===== src/rtl/tcb_lite_memory_if.sv =====
// TCB-lite bus bundle: per-port request/response vectors, port i in slice i.
interface tcb_lite_memory_if #(
    parameter int IFN = 1,
    parameter int ADR = 32,
    parameter int DAT = 32
) ();
    localparam int BEN = DAT / 8;
    localparam int ALN = $clog2(BEN);
    localparam int SZW = ($clog2(ALN + 1) > 1) ? $clog2(ALN + 1) : 1;

    logic [IFN-1:0]     tcb_vld;
    logic [IFN-1:0]     tcb_rdy;
    logic [IFN-1:0]     tcb_wen;
    logic [IFN-1:0]     tcb_ndn;
    logic [IFN*ADR-1:0] tcb_adr;
    logic [IFN*SZW-1:0] tcb_siz;
    logic [IFN*BEN-1:0] tcb_ben;
    logic [IFN*DAT-1:0] tcb_wdt;
    logic [IFN-1:0]     tcb_rsp;
    logic [IFN*DAT-1:0] tcb_rdt;
    logic [IFN-1:0]     tcb_sts;

    modport master (
        output tcb_vld, tcb_wen, tcb_ndn, tcb_adr, tcb_siz, tcb_ben, tcb_wdt,
        input  tcb_rdy, tcb_rsp, tcb_rdt, tcb_sts
    );

    modport slave (
        input  tcb_vld, tcb_wen, tcb_ndn, tcb_adr, tcb_siz, tcb_ben, tcb_wdt,
        output tcb_rdy, tcb_rsp, tcb_rdt, tcb_sts
    );
endinterface


===== src/rtl/tcb_lite_memory.sv =====
// Multi-port TCB-lite memory model with fixed-latency response pipeline.
// Optional big-endian lane swapping is enabled with TCB_LITE_MEMORY_BIGENDIAN_EN.
module tcb_lite_memory #(
    parameter int IFN = 1,
    parameter int SIZ = 256,
    parameter int ADR = 32,
    parameter int DAT = 32,
    parameter int DLY = 1
) (
    input  logic             clk,
    input  logic             rst,
    tcb_lite_memory_if.slave tcb
);
    localparam int BEN = DAT / 8;
    localparam int ALN = $clog2(BEN);
    localparam int SZW = ($clog2(ALN + 1) > 1) ? $clog2(ALN + 1) : 1;
    localparam int AW  = $clog2(SIZ);

    logic [7:0]                       mem_q [SIZ];
    logic [IFN-1:0]                   xfr_s;
    logic [IFN-1:0]                   err_s;
    logic [IFN-1:0][BEN-1:0]          we_s;
    logic [IFN-1:0][BEN-1:0][7:0]     wb_s;
    logic [IFN-1:0][BEN-1:0][AW-1:0]  idx_s;
    logic [IFN-1:0][DAT-1:0]          rdt_s;

    logic [DLY-1:0][IFN-1:0]          rsp_q, rsp_d;
    logic [DLY-1:0][IFN-1:0]          sts_q, sts_d;
    logic [DLY-1:0][IFN-1:0][DAT-1:0] rdt_q, rdt_d;

    logic unused_s;
    assign unused_s = ^{tcb.tcb_adr, tcb.tcb_ndn};

    // Per-port decode: alignment check, active window, lane mapping and read data.
    always_comb begin
        logic [AW-1:0]  eff_v;
        logic [AW-1:0]  base_v;
        logic [SZW-1:0] siz_v;
        int             off_v;
        int             num_v;
        int             src_v;
        xfr_s  = '0;
        err_s  = '0;
        we_s   = '0;
        wb_s   = '0;
        idx_s  = '0;
        rdt_s  = '0;
        eff_v  = '0;
        base_v = '0;
        siz_v  = '0;
        off_v  = 0;
        num_v  = 1;
        src_v  = 0;
        for (int p = 0; p < IFN; p++) begin
            eff_v    = tcb.tcb_adr[p*ADR +: AW];
            siz_v    = tcb.tcb_siz[p*SZW +: SZW];
            base_v   = eff_v & ~AW'(BEN - 1);
            off_v    = int'(eff_v & AW'(BEN - 1));
            num_v    = int'(32'd1 << siz_v);
            xfr_s[p] = tcb.tcb_vld[p] & ~rst;
            err_s[p] = (int'(siz_v) > ALN) || ((off_v % num_v) != 32'sd0);
            for (int k = 0; k < BEN; k++) begin
                idx_s[p][k] = base_v + AW'(k);
`ifdef TCB_LITE_MEMORY_BIGENDIAN_EN
                // Lane off+j pairs with lane off+num-1-j inside the window.
                if (tcb.tcb_ndn[p]) begin
                    src_v = 2 * off_v + num_v - 1 - k;
                end else begin
                    src_v = k;
                end
`else
                src_v = k;
`endif
                if (xfr_s[p] && !err_s[p] && (k >= off_v) && (k < off_v + num_v)) begin
                    we_s[p][k] = tcb.tcb_wen[p] & tcb.tcb_ben[p*BEN + k];
                    wb_s[p][k] = tcb.tcb_wdt[p*DAT + 8*src_v +: 8];
                    if (!tcb.tcb_wen[p]) begin
                        rdt_s[p][8*k +: 8] = mem_q[base_v + AW'(src_v)];
                    end else begin
                        rdt_s[p][8*k +: 8] = 8'h00;
                    end
                end else begin
                    we_s[p][k] = 1'b0;
                    wb_s[p][k] = 8'h00;
                end
            end
        end
    end

    // Byte array update; ascending port order lets the highest port win a shared byte.
    always_ff @(posedge clk) begin
        for (int p = 0; p < IFN; p++) begin
            for (int k = 0; k < BEN; k++) begin
                if (we_s[p][k]) begin
                    mem_q[idx_s[p][k]] <= wb_s[p][k];
                end
            end
        end
    end

    // Response pipeline next state: stage 0 captures this cycle's accepts.
    always_comb begin
        rsp_d    = rsp_q;
        sts_d    = sts_q;
        rdt_d    = rdt_q;
        rsp_d[0] = xfr_s;
        sts_d[0] = xfr_s & err_s;
        rdt_d[0] = rdt_s;
        for (int d = 1; d < DLY; d++) begin
            rsp_d[d] = rsp_q[d-1];
            sts_d[d] = sts_q[d-1];
            rdt_d[d] = rdt_q[d-1];
        end
    end

    // Response pipeline registers, flushed by reset.
    always_ff @(posedge clk) begin
        if (rst) begin
            rsp_q <= '0;
            sts_q <= '0;
            rdt_q <= '0;
        end else begin
            rsp_q <= rsp_d;
            sts_q <= sts_d;
            rdt_q <= rdt_d;
        end
    end

    // Bus outputs, held quiet during reset; no backpressure otherwise.
    always_comb begin
        if (rst) begin
            tcb.tcb_rdy = '0;
            tcb.tcb_rsp = '0;
            tcb.tcb_sts = '0;
            tcb.tcb_rdt = '0;
        end else begin
            tcb.tcb_rdy = '1;
            tcb.tcb_rsp = rsp_q[DLY-1];
            tcb.tcb_sts = sts_q[DLY-1];
            tcb.tcb_rdt = rdt_q[DLY-1];
        end
    end
endmodule


===== src/flat_wrapper.sv =====
// flat-port wrapper written by rule: the top's interface ports become plain ports
module tcb_lite_memory_flat 
#(
    parameter int IFN = 1,
    parameter int SIZ = 256,
    parameter int ADR = 32,
    parameter int DAT = 32,
    parameter int DLY = 1
)
  (clk, rst, tcb_tcb_vld, tcb_tcb_wen, tcb_tcb_ndn, tcb_tcb_adr, tcb_tcb_siz, tcb_tcb_ben, tcb_tcb_wdt, tcb_tcb_rdy, tcb_tcb_rsp, tcb_tcb_rdt, tcb_tcb_sts);
  tcb_lite_memory_if #(.IFN(IFN), .ADR(ADR), .DAT(DAT)) tcb_i ();
  input  logic clk;
  input  logic rst;
  input wire logic [$bits(tcb_i.tcb_vld)-1:0] tcb_tcb_vld;
  input wire logic [$bits(tcb_i.tcb_wen)-1:0] tcb_tcb_wen;
  input wire logic [$bits(tcb_i.tcb_ndn)-1:0] tcb_tcb_ndn;
  input wire logic [$bits(tcb_i.tcb_adr)-1:0] tcb_tcb_adr;
  input wire logic [$bits(tcb_i.tcb_siz)-1:0] tcb_tcb_siz;
  input wire logic [$bits(tcb_i.tcb_ben)-1:0] tcb_tcb_ben;
  input wire logic [$bits(tcb_i.tcb_wdt)-1:0] tcb_tcb_wdt;
  output wire logic [$bits(tcb_i.tcb_rdy)-1:0] tcb_tcb_rdy;
  output wire logic [$bits(tcb_i.tcb_rsp)-1:0] tcb_tcb_rsp;
  output wire logic [$bits(tcb_i.tcb_rdt)-1:0] tcb_tcb_rdt;
  output wire logic [$bits(tcb_i.tcb_sts)-1:0] tcb_tcb_sts;
  assign tcb_i.tcb_vld = tcb_tcb_vld;
  assign tcb_i.tcb_wen = tcb_tcb_wen;
  assign tcb_i.tcb_ndn = tcb_tcb_ndn;
  assign tcb_i.tcb_adr = tcb_tcb_adr;
  assign tcb_i.tcb_siz = tcb_tcb_siz;
  assign tcb_i.tcb_ben = tcb_tcb_ben;
  assign tcb_i.tcb_wdt = tcb_tcb_wdt;
  assign tcb_tcb_rdy = tcb_i.tcb_rdy;
  assign tcb_tcb_rsp = tcb_i.tcb_rsp;
  assign tcb_tcb_rdt = tcb_i.tcb_rdt;
  assign tcb_tcb_sts = tcb_i.tcb_sts;
  tcb_lite_memory #(.IFN(IFN), .SIZ(SIZ), .ADR(ADR), .DAT(DAT), .DLY(DLY)) u_core (.clk(clk), .rst(rst), .tcb(tcb_i));
endmodule

===== config.mk =====
export PLATFORM = sky130hd
export DESIGN_NAME = tcb_lite_memory_flat
export DESIGN_NICKNAME = d
export VERILOG_FILES = /design/src/rtl/tcb_lite_memory_if.sv /design/src/rtl/tcb_lite_memory.sv /design/src/flat_wrapper.sv
export SDC_FILE = /design/constraint.sdc
export NUM_CORES = 2
export LEC_CHECK = 0
export ABC_AREA = 1
export ABC_CLOCK_PERIOD_IN_PS = 33100
export CAP_MARGIN = 40
export CORE_MARGIN = 2
export CORE_UTILIZATION = 52
export CTS_CLUSTER_SIZE = 28
export DETAILED_ROUTE_END_ITERATION = 16
export PLACE_DENSITY = 0.72
export RECOVER_POWER = 25
export SYNTH_ARGS = -nofsm -noshare
export SYNTH_HDL_FRONTEND = slang
export SYNTH_SLANG_ARGS = --single-unit

===== constraint.sdc =====
create_clock -name clk -period 33.1 [get_ports clk]
set_input_delay 4.965 -clock clk [delete_from_list [all_inputs] [get_ports clk]]
set_output_delay 4.965 -clock clk [all_outputs]
set_load 0.005 [all_outputs]

==> metrics.yaml <==
run_status:
  run_status: "finished, violations left"
  violations: "max-capacitance violations, max-slew violations"
clock_tree:
  cts.htree.levels: 4
  cts-root-buf: "clkbuf_16"
  cts.clk_slew.worst_paths_ns: 0.06
  clock_sinks: 2082
  cts_tree: "done"
  clk_latency_ns: 0.83
  clockBufferDepth: 3
  numCtsBuffers: 186
placed_design:
  gp_congestion: 0.9449
  post-place-ws_ns: -0.6272
  dp_hpwl_um: 179300
  io_buffers: 84
power_and_ir_drop:
  power.share.switching_pct: 32.53
  cellPowerDensity_mw_per_mm2: 63.99
  p_switching_mw: 2.208
  p_int_mw: 4.579
  p_comb_share_pct: 26.8
  ir_worst_vdd_mv: 0.06368
  seqPwrFrac_pct: 42.0
  power_mw: 6.787
  leakage_nw: 32.86
  clock_power_share_pct: 31.2
synth:
  async_flop_share_pct: 0
  syn-num-nets: 8115
  ys_seq_elements: 2082
  avgSynthCellArea_um2: 11.91
  synthFlopType: "edfxtp_1"
  synth-seq-area-share_pct: 65.43
  postSynthCellCount: 7981
  yosys_warnings: 0
  synth.distinct_cells: 83
  netlist_area_mm2: 0.09503
  synth_edf_count: 2048
global_route:
  grt-ovfl-total: 0
  grt_max_degree: 171
  grt_pass1_wl_um: 407400
  antenna_found_initial: 4
  grt_usage_pct: 29.42
  grt_pass1_vias: 62890
floorplanning:
  ios: 110
  coreArea_mm2: 0.1811
  start_util_pct: 52.46
  dieArea_mm2: 0.1862
  die_y_um: 431.5
  fp.dieW_um: 431.5
  std_cell_rows: 156
route:
  wl_per_cell_um: 26.27
  first_iter_violations: 8025
  drt_wl_total_um: 279600
  vias_per_cell: 6.247
  drc: 0
  drtAntennaViolNets: 0
  firstDrtPassIters: 8
  vias: 66510
sta:
  worst_slew_pin_slew_ns: 1.814
  hold_viol_final: 0
  max_freq_mhz: 32.13
  rsz0062_at_grt: "true"
  period_minus_slack_ns: 31.12
  finClkSkew_ns: 0.03083
  finalSetupViolations: 0
  relSlewSlack_pct: -20.95
  timing.final.ws_setup_ns: 1.978
  slew_viol_final: 22
  period_share_pct: 94.03
flow_run:
  drv_cap: 1
setup_path:
  criticalPathCategory: "primary input to flop"
  crit_path_max_incr_delay_ns: 0.78
  end_kind: "flop"
  start_kind: "primary input"
  critPathRequiredTime_ns: 33.55
  worst_path_max_delay_cell: "nor2_1"
  worstPathMaxFanout: 64
  crit_top_cell: "nand2_1"
  r2r_slack_ns: 30.45
  arrival_ns: 31.58
finish:
  drive_above_1_share_pct: 15.01
  layout_commonest_cell: "edfxtp_1"
  syn_to_final_growth_pct: 11.60
  fillers: 14230
  mostFrequentLayoutCells: "edfxtp_1, nand2_1, a22oi_1"
  nets: 8250
min_path:
  hold_path.class: "flop to flop"
==> synth_stat cells (34+ instances only) <==
| cell | n | share of area (%) |
|---|---|---|
| nand3b_1 | 42 | 0.33 |
| nor2_2 | 102 | 0.67 |
| dfxtp_1 | 34 | 0.72 |
| nand3_2 | 89 | 0.94 |
| clkbuf_1 | 211 | 0.83 |
| a21oi_1 | 407 | 2.1 |
| a22o_1 | 112 | 1.0 |
| nor2_4 | 88 | 1.0 |
| nand4_1 | 146 | 0.96 |
| buf_1 | 92 | 0.36 |
| inv_1 | 563 | 2.2 |
| nor3_1 | 38 | 0.20 |
| inv_2 | 37 | 0.15 |
| nand2_1 | 1193 | 4.7 |
| a221oi_1 | 116 | 1.1 |
| o21ai_0 | 106 | 0.56 |
| edfxtp_1 | 2048 | 65 |
| nor4_1 | 52 | 0.34 |
| nor2_1 | 758 | 3.0 |
| xor2_1 | 60 | 0.55 |
| a22oi_1 | 739 | 5.8 |
| nand2_2 | 115 | 0.76 |
| ha_1 | 57 | 0.75 |
| nand3_1 | 342 | 1.8 |
| o22ai_1 | 48 | 0.32 |
==> layer usage <==
metal	global-route usage, %	share of wire (%)
met5	0.5464	0.075
met3	5.860	10
met1	39.14	38
met2	46.81	47
met4	13.37	4.8
==> kinds of logic after synthesis <==
family	count (synthesis)	synth area share [%]
flip-flops	2082	65.43
AND/OR/NAND/NOR	3073	16.08
AO/OA/AOI/OAI	1693	12.34
XOR/XNOR	84	0.7742
buffers and inverters	990	4.579
adder cells (fa/ha/maj)	59	0.7926
==> power by group through the flow <==
stage	Sequential [mW]	Combinational (mW)	Clock, mW
2_1_floorplan	2.91	1.33	0
3_3_place_gp	2.91	1.77	0
3_5_place_dp	2.91	1.77	0
4_1_cts	2.85	1.79	2.13
5_1_grt	2.85	2.03	2.23
6_report	2.85	1.82	2.12
==> final cells by class <==
type                            instances  area (um2)  share of cell area (%)
Inverter                              622        2367                   2.232
Clock inverter                         97       817.0                  0.7704
Tap cell                             2370        2965                   2.796
Antenna cell                            4       10.01                0.009438
Clock buffer                          247        5152                   4.858
Timing Repair Buffer                  313        2983                   2.813
Sequential cell                      2082       62180                   58.63
Multi-Input combinational cell       4911       29580                   27.89
==> critical path, delay by kind of cell <==
kind / cells / cell delay, ns
AND/OR/NAND/NOR: 106 / 13.07
AO/OA/AOI/OAI: 32 / 4.73
adder cells (fa/ha/maj): 15 / 4.70
buffers and inverters: 33 / 3.93
==> sequential cells by signal, indices dropped and copies added (netlist names) <==
register / flops
u_core.mem_q: 2048
u_core.rdt_q: 32
u_core.rsp_q: 1
u_core.sts_q: 1
==> stage by stage <==
| stage | cells | utilization, % | hold WS (ns) | setup TNS, ns | instance area, um2 |
|---|---|---|---|---|---|
| after global routing | 10640 | 58.55 | 0.7778 | -832.61 | 106000 |
| after CTS | 10610 | 57.89 | 0.7479 | 0 | 104900 |
| after detailed placement | 10270 | 54.59 | 0.7351 | -1588.79 | 98880 |
| final | 10650 | 58.55 | 0.7425 | 0 | 106100 |
| after floorplan | 7981 | - | 0.5604 | 0 | 95280 |
| after global placement | 10250 | 54.45 | 0.7226 | -123.19 | 98630 |
==> repair_timing <==
action                     in CTS  in global routing
gates resized for setup         0                246
buffers inserted                0                 27
hold buffers                    0                  0
setup endpoints to repair       0               4129
==> final timing paths <==
path                                    endpoint  cells past startpoint                      startpoint
hold / removal        u_core.rdt_q[1]$_SDFF_PP0_                      4  u_core.mem_q[188][1]$_DFFE_PP_
hold reg to reg       u_core.rdt_q[1]$_SDFF_PP0_                      4  u_core.mem_q[188][1]$_DFFE_PP_
setup / recovery  u_core.mem_q[192][3]$_DFFE_PP_                    186                  tcb_tcb_siz[1]
setup reg to reg     u_core.rdt_q[17]$_SDFF_PP0_                      7   u_core.mem_q[98][1]$_DFFE_PP_
No activity file was read; power rests on OpenSTA's default activity.
